### src/rtl/rom_load_sequencer.sv
// rtl/rom_load_sequencer.sv - ioctl download sequencer: ROM forwarding, mod/DIP latches, core reset ownership
module rom_load_sequencer #(
  parameter int unsigned RESET_HOLD    = 4096,
  parameter int unsigned ROM_MIN_BYTES = 16384,
  parameter int unsigned NUM_MODS      = 18
) (
  input  logic                clk_sys,
  input  logic                reset,
  input  logic                ioctl_download,
  input  logic                ioctl_wr,
  input  logic [7:0]          ioctl_index,
  input  logic [24:0]         ioctl_addr,
  input  logic [7:0]          ioctl_dout,
  input  logic                user_reset,
  output logic                core_reset,
  output logic                rom_wr,
  output logic [15:0]         rom_addr,
  output logic [7:0]          rom_data,
  output logic [7:0]          mod_sel,
  output logic [NUM_MODS-1:0] mod_onehot,
  output logic [63:0]         dsw,
  output logic [16:0]         rom_bytes,
  output logic                load_done,
  output logic                load_err
);

  localparam int unsigned CW = $clog2(RESET_HOLD + 1);

  typedef enum logic [1:0] {WAIT_ROM, LOAD, HOLD, RUN} state_t;

  state_t          state;
  logic            dl_q;
  logic            load_is_mod;
  logic [CW-1:0]   hold_cnt;

  logic dl_start, dl_end;
  logic idx_rom, idx_mod, idx_dip;
  logic rom_hit, rom_short, mod_bad;

  assign dl_start  = ioctl_download & ~dl_q;
  assign dl_end    = ~ioctl_download & dl_q;
  assign idx_rom   = (ioctl_index == 8'd0);
  assign idx_mod   = (ioctl_index == 8'd1);
  assign idx_dip   = (ioctl_index == 8'd254);
  assign rom_hit   = ioctl_wr & idx_rom & (ioctl_addr[24:16] == 9'd0);
  assign rom_short = ({15'd0, rom_bytes} < ROM_MIN_BYTES);
  assign mod_bad   = ({24'd0, mod_sel} >= NUM_MODS);

  // Tracks the download flag even through reset so a reset mid-download
  // cannot manufacture a fresh dl_start afterwards.
  always_ff @(posedge clk_sys) begin
    dl_q <= ioctl_download;
  end

  always_ff @(posedge clk_sys) begin
    if (reset) begin
      rom_wr    <= 1'b0;
      rom_addr  <= 16'd0;
      rom_data  <= 8'd0;
      mod_sel   <= 8'd0;
      dsw       <= 64'hFFFF_FFFF_FFFF_FFFF;
      rom_bytes <= 17'd0;
    end else begin
      rom_wr <= rom_hit;
      if (rom_hit) begin
        rom_addr <= ioctl_addr[15:0];
        rom_data <= ioctl_dout;
      end
      // Bytes beyond 64K are not forwarded but still count toward the load size.
      if (dl_start && idx_rom)
        rom_bytes <= 17'd0;
      else if (ioctl_wr && idx_rom && rom_bytes != 17'h1FFFF)
        rom_bytes <= rom_bytes + 17'd1;
      if (ioctl_wr && idx_mod && ioctl_addr == 25'd0)
        mod_sel <= ioctl_dout;
      if (ioctl_wr && idx_dip && ioctl_addr[24:3] == 22'd0)
        dsw[ioctl_addr[2:0]*8 +: 8] <= ioctl_dout;
    end
  end

  always_ff @(posedge clk_sys) begin
    if (reset) begin
      mod_onehot <= NUM_MODS'(1);
    end else begin
      for (int i = 0; i < int'(NUM_MODS); i++)
        mod_onehot[i] <= (mod_sel == 8'(i));
    end
  end

  always_ff @(posedge clk_sys) begin
    if (reset) begin
      state       <= WAIT_ROM;
      core_reset  <= 1'b1;
      load_done   <= 1'b0;
      load_err    <= 1'b0;
      hold_cnt    <= '0;
      load_is_mod <= 1'b0;
    end else begin
      case (state)
        WAIT_ROM: begin
          core_reset <= 1'b1;
          load_done  <= 1'b0;
          if (dl_start && idx_rom) begin
            state       <= LOAD;
            load_is_mod <= 1'b0;
          end
        end
        LOAD: begin
          if (dl_end) begin
            if (!load_is_mod && rom_short) begin
              state    <= WAIT_ROM;
              load_err <= 1'b1;
            end else begin
              state    <= HOLD;
              hold_cnt <= CW'(RESET_HOLD);
              load_err <= mod_bad;
            end
          end
        end
        HOLD: begin
          if (dl_start && idx_rom) begin
            state       <= LOAD;
            load_is_mod <= 1'b0;
          end else if (dl_start && idx_mod) begin
            hold_cnt <= CW'(RESET_HOLD);
          end else if (hold_cnt == CW'(1)) begin
            state      <= RUN;
            core_reset <= user_reset;
            load_done  <= 1'b1;
          end else begin
            hold_cnt <= hold_cnt - CW'(1);
          end
        end
        RUN: begin
          core_reset <= user_reset;
          if (dl_start && (idx_rom || idx_mod)) begin
            state       <= LOAD;
            load_is_mod <= idx_mod;
            core_reset  <= 1'b1;
            load_done   <= 1'b0;
          end
        end
        default: state <= WAIT_ROM;
      endcase
      if (mod_bad)
        load_err <= 1'b1;
    end
  end

endmodule

### config.mk
export PLATFORM = sky130hd
export DESIGN_NAME = rom_load_sequencer
export DESIGN_NICKNAME = d
export VERILOG_FILES = /design/src/rtl/rom_load_sequencer.sv
export SDC_FILE = /design/constraint.sdc
export NUM_CORES = 1
export LEC_CHECK = 0
export CAP_MARGIN = 5
export CORE_MARGIN = 3
export CORE_UTILIZATION = 51
export DETAILED_ROUTE_END_ITERATION = 6
export PLACE_DENSITY = 0.89
export SLEW_MARGIN = 20
export SYNTH_ARGS = -nofsm -noshare
export SYNTH_HDL_FRONTEND = slang
export SYNTH_SLANG_ARGS = --single-unit
export TNS_END_PERCENT = 1
### constraint.sdc
create_clock -name clk_sys -period 6.6 [get_ports clk_sys]
set_input_delay 1.98 -clock clk_sys [delete_from_list [all_inputs] [get_ports clk_sys]]
set_output_delay 1.98 -clock clk_sys [all_outputs]
set_load 0.01 [all_outputs]
# ---- Yosys cells after proc, flatten, opt, wreduce, memory -nomap -nowiden
# Index checks and enable logic that the tools add are counted.
dict set report word_totals {
  elab_cells 125
  ff_bits 152
  in_bits 46
  output_inout_bits 135
}
dict set report op_classes {
  addsub 3
  n_bitwise 6
  order_cmp 2
  eq_ne 35
  shifts 2
  muxes 32
  reduce_logical 31
}
# op n
set op_table {}
lappend op_table {{$mux 13} 5}
lappend op_table {{$bwmux 64} 1}
lappend op_table {{$eq 8x4->1 const B} 8}
lappend op_table {{$shift 8x34->64 const A} 1}
lappend op_table {{$shiftx 8x34->64} 1}
lappend op_table {{$neg 6->34} 1}
lappend op_table {{$eq 8x3->1 const B} 4}
lappend op_table {{$pmux 13 s2} 1}
lappend op_table {{$logic_not 25->1} 1}
lappend op_table {{$logic_not 22->1} 1}
lappend op_table {{$add 17x1->17 const B} 1}
lappend op_table {{$lt 17x15->1 const B} 1}
lappend op_table {{$ne 17x17->1 const B} 1}
lappend op_table {{$eq 8x1->1 const B} 2}
lappend op_table {{$eq 8x2->1 const B} 2}
lappend op_table {{$eq 8x5->1 const B} 2}
lappend op_table {{$logic_not 8->1} 2}
lappend op_table {{$reduce_and 5->1} 3}
lappend op_table {{$mux 1} 14}
lappend op_table {{$mux 2} 7}
lappend op_table {{$ne 2x2->1 const B} 7}
lappend op_table {{$eq 13x1->1 const B} 1}
lappend op_table {{$sub 13x1->13 const B} 1}
lappend op_table {{$logic_and 1x1->1} 10}
lappend op_table {{21 further kinds} 33}

# ---- Depth between registers and ports, before layout
dict set report depth {
  word_depth 6
  depth_mapped 12
  ltp_nobuf 10
}

# ---- Worst setup path after synthesis
# Ideal clock, no wire load.
dict set report synth_timing {
  path_kind {input to register}
  start {in ioctl_index[4]}
  end {reg hold_cnt[12]}
  n_path_buf 2
  setup_time_ns 0.118
  arrival_ns 3.747
  cell_stages 7
  setup_slack_ns 2.735
  path_cell_list {or4_1 buf_2 or4_4 buf_6 o211ai_4 nand2_4 o2111a_1}
}
dict set report synth_via {
  elab_chain_len 5
}
# item line
set synth_rtl {}
lappend synth_rtl {{start, declared} 11} ;# input logic [7:0] ioctl_index,
lappend synth_rtl {{$eq 8x1->1} 43} ;# assign idx_mod = (ioctl_index == 8'd1);
lappend synth_rtl {{$logic_and 1x1->1} 124} ;# end else if (dl_start && idx_mod) begin
lappend synth_rtl {{$mux 13} 124}
lappend synth_rtl {{$mux 13} 121} ;# if (dl_start && idx_rom) begin
lappend synth_rtl {{$pmux 13 s2} 99} ;# case (state)
lappend synth_rtl {{end signal, assigned} 115} ;# hold_cnt <= CW'(RESET_HOLD);
lappend synth_rtl {{end signal, assigned} 125} ;# hold_cnt <= CW'(RESET_HOLD);
lappend synth_rtl {{end signal, assigned} 131} ;# hold_cnt <= hold_cnt - CW'(1);
lappend synth_rtl {{end, declared} 34} ;# logic [CW-1:0] hold_cnt;
# Parallel ways exist; a longest one is shown, timed or not. The select of a mux whose other input is x is not followed.
# A chain may end at the register's enable or synchronous reset.

# ---- Worst setup path in the final report
dict set report layout_timing {
  start {in ioctl_addr[0]}
  end {reg dsw[48]}
}
dict set report layout_via {
  elab_chain_len 3
}
# item line
set layout_rtl {}
lappend layout_rtl {{start, declared} 12} ;# input logic [24:0] ioctl_addr,
lappend layout_rtl {{$neg 6->34 (*)} 77} ;# dsw[ioctl_addr[2:0]*8 +: 8] <= ioctl_dout;
lappend layout_rtl {{$shiftx 8x34->64 / $shift 8x34->64 (equally long branches)} 77}
lappend layout_rtl {{$bwmux 64 (*)} 77}
lappend layout_rtl {{end signal, assigned by index} 77}
lappend layout_rtl {{end, declared} 21} ;# output logic [63:0] dsw,
# Mark *: on every way between the ends. The rest lies on a longest branch, timed or not.

==> results.toml <==
[critical_path]
worstPathArrival_ps = 4960
path_cells = "clkdlybuf4s50_1, inv_1, ha_1, ha_1, nor2_1, a21boi_0, nand3_1, mux2i_1"
cp.required_ps = 6930
critPathMaxFanout = 14
timing.critical_path.mode_cell = "ha_1"
slowest_delay_ps = 800
cp-end-kind = "register"
worst_setup_path_start_kind = "primary input"
path_class = "primary input to register"
crit_slowest_cell = "clkdlybuf4s50_1"

[cts]
h-tree-depth = 4
cts_resized = 0
cts.path.max_buffers = 2
cts.sinks = 152
clk_pin_slew_ps = 60
cts_setup_buffers = 0
cts_tree = "built"
clock_latency_ps = 410
ctsHoldBuffers = 0
cts_buffers = 17
clock-root-buffer = "clkbuf_16"

[sta]
max_slew_margin = 0.3684
holdWs_ps = 451.8
fmax_mhz = 216.0
rsz0062_at_grt = "false"
fin_crit_ps = 4630
setup_viol = 0
fin_worst_skew_ps = 4.555
hold_violations = 0
finalSetupTns_ps = 0
post-route-period-util = 0.7016
drv_slew = 0
worst_pin_slew_ps = 947.4

[cells_and_area]
final_nets = 942
multiInputGateArea_mm2 = 0.003118
stdcell_area_mm2 = 0.008773
antenna_cells = 0
drive_gt1_frac = 0.05587
fillers = 921
register_area_mm2 = 0.003043
syn2layout_area_growth_pct = 37.90

[yosys]
yosys.area.top_type = "dfxtp_1"
ys.flop_type = "dfxtp_1"
ys_seq_elements = 152
synth_area_leaders = "dfxtp_1, mux2i_1, nor2_1"
ys.warnings.count = 0
synth_cell_types = 60
synth_fp_nets = 778
async_flop_share = 0
synth_top_cell_area_share = 0.4783
synth.most_common_cell = "dfxtp_1"
syn_inst = 721
avgSynthCellArea_um2 = 8.824
synth_edf_count = 0
synth_commonest_cells = "dfxtp_1, nor2_1, nand2_1"
synth_seq_area_share = 0.4783
syn_area_mm2 = 0.006362

[power_and_ir_drop]
powerDensity_mw_per_mm2 = 216.7
p_leak_nw = 3.386
ir_drop_v = 0.0001503

[floorplanning]
core-area_mm2 = 0.01211
ios = 181
chipWidth_um = 117.7
num_rows = 40
initial_core_util = 0.5253
dieArea_mm2 = 0.01385
die_h_um = 117.7

[global_routing]
grt_pass1_wl_um = 28670
grt_pass1_vias = 5851
overflow = 0
track_usage = 0.2540
antenna_found_initial = 0
grt_max_degree = 94

[detailed_routing]
postRouteWirelength_um = 17720
drtAntennaViolNets = 0
vias_per_cell = 5.589
route.detailed.drc = 0
drt_iter0_drc = 382
vias = 5941
wire_per_inst_um = 16.67
dr.pass1.iters = 5

[place]
place.gp.congestion = 0.8498
placed_area_mm2 = 0.008238
hpwl_um = 12450
port_buffers = 180

[run]
maxCapViolations = 0

[run_status]
status = "finished, final reports clean"

[min_path]
hp-class = "register to register"
## layout make-up
class                           count  area share
Clock buffer                       20     0.05205
Tap cell                          168     0.02396
Timing Repair Buffer              182      0.2068
Inverter                           14    0.005990
Sequential cell                   152      0.3468
Clock inverter                      9    0.008985
Multi-Input combinational cell    518      0.3554
## stage by stage
step | setup WS [ps] | instances | utilization | power (mW)
floorplan | 2735 | 721 | - | 0.9883
global placement | 1800 | 1034 | 0.6802 | 1.036
detailed placement | 1609 | 1034 | 0.6802 | 1.037
CTS | 2034 | 1063 | 0.7244 | 1.911
global route | 1705 | 1063 | 0.7244 | 1.957
finish | 1970 | 1063 | 0.7244 | 1.901
## power breakdown
| part | leakage (nW) | switching [mW] | internal [mW] |
|---|---|---|---|
| Clock | 0.263 | 0.353 | 0.528 |
| Sequential | 1.23 | 0.00234 | 0.919 |
| Combinational | 1.90 | 0.0581 | 0.0403 |
## cell usage in the layout, fill, tap and decap left out, types with 13 or more instances in the layout
cell             Yosys  routed
dfxtp_1            152     152
nand4_1             13      13
clkbuf_16            0      17
clkdlybuf4s50_1      0     179
nor3_1              14      13
inv_1               13      13
nand3_1             38      38
mux2i_1             66      66
nand2_1             90      90
nor2_1             117     117
a21oi_1             56      56
## cell families after synthesis
family,count (synthesis),share of synthesized area
AND/OR/NAND/NOR,335,0.2537
flip-flops,152,0.4783
AO/OA/AOI/OAI,93,0.09184
multiplexers,67,0.1056
buffers and inverters,51,0.03245
XOR/XNOR,12,0.01652
adder cells (fa/ha/maj),11,0.02163
## worst max-delay path: cells and delay by family
family	cells	cell delay [ps]
mux	1	310
simple gates	2	890
buf+inv	2	930
fa+ha+maj	2	460
compound gates	1	370
## worst paths after layout
| check | startpoint | end | slack (ps) | cells past startpoint |
|---|---|---|---|---|
| worst min-delay path | rom_addr[13] | rom_addr[13] | 450 | 2 |
| worst max-delay path | ioctl_addr[0] | dsw[48] | 1970 | 8 |
| worst max register to register | rom_bytes[0] | rom_bytes[4] | 3830 | 9 |
| worst min register to register | rom_addr[13] | rom_addr[13] | 450 | 2 |
## per-layer routing
metal | wire length, µm | global-route usage | part of all wire
met1 | 7123 | 0.2950 | 0.40
met2 | 8696 | 0.4341 | 0.49
met3 | 1330 | 0.07064 | 0.075
met4 | 565 | 0.1187 | 0.032
met5 | 0 | 0 | 0
## sequential cells by signal, indices dropped and copies added (netlist names)
signal	cells
dl_q	1
hold_cnt	13
mod_onehot	18
state	2
rom_addr	16
rom_data	8
load_is_mod	1
dsw	64
load_done	1
core_reset	1
mod_sel	8
rom_wr	1
rom_bytes	17
load_err	1
(Power assumes the default switching activity.)
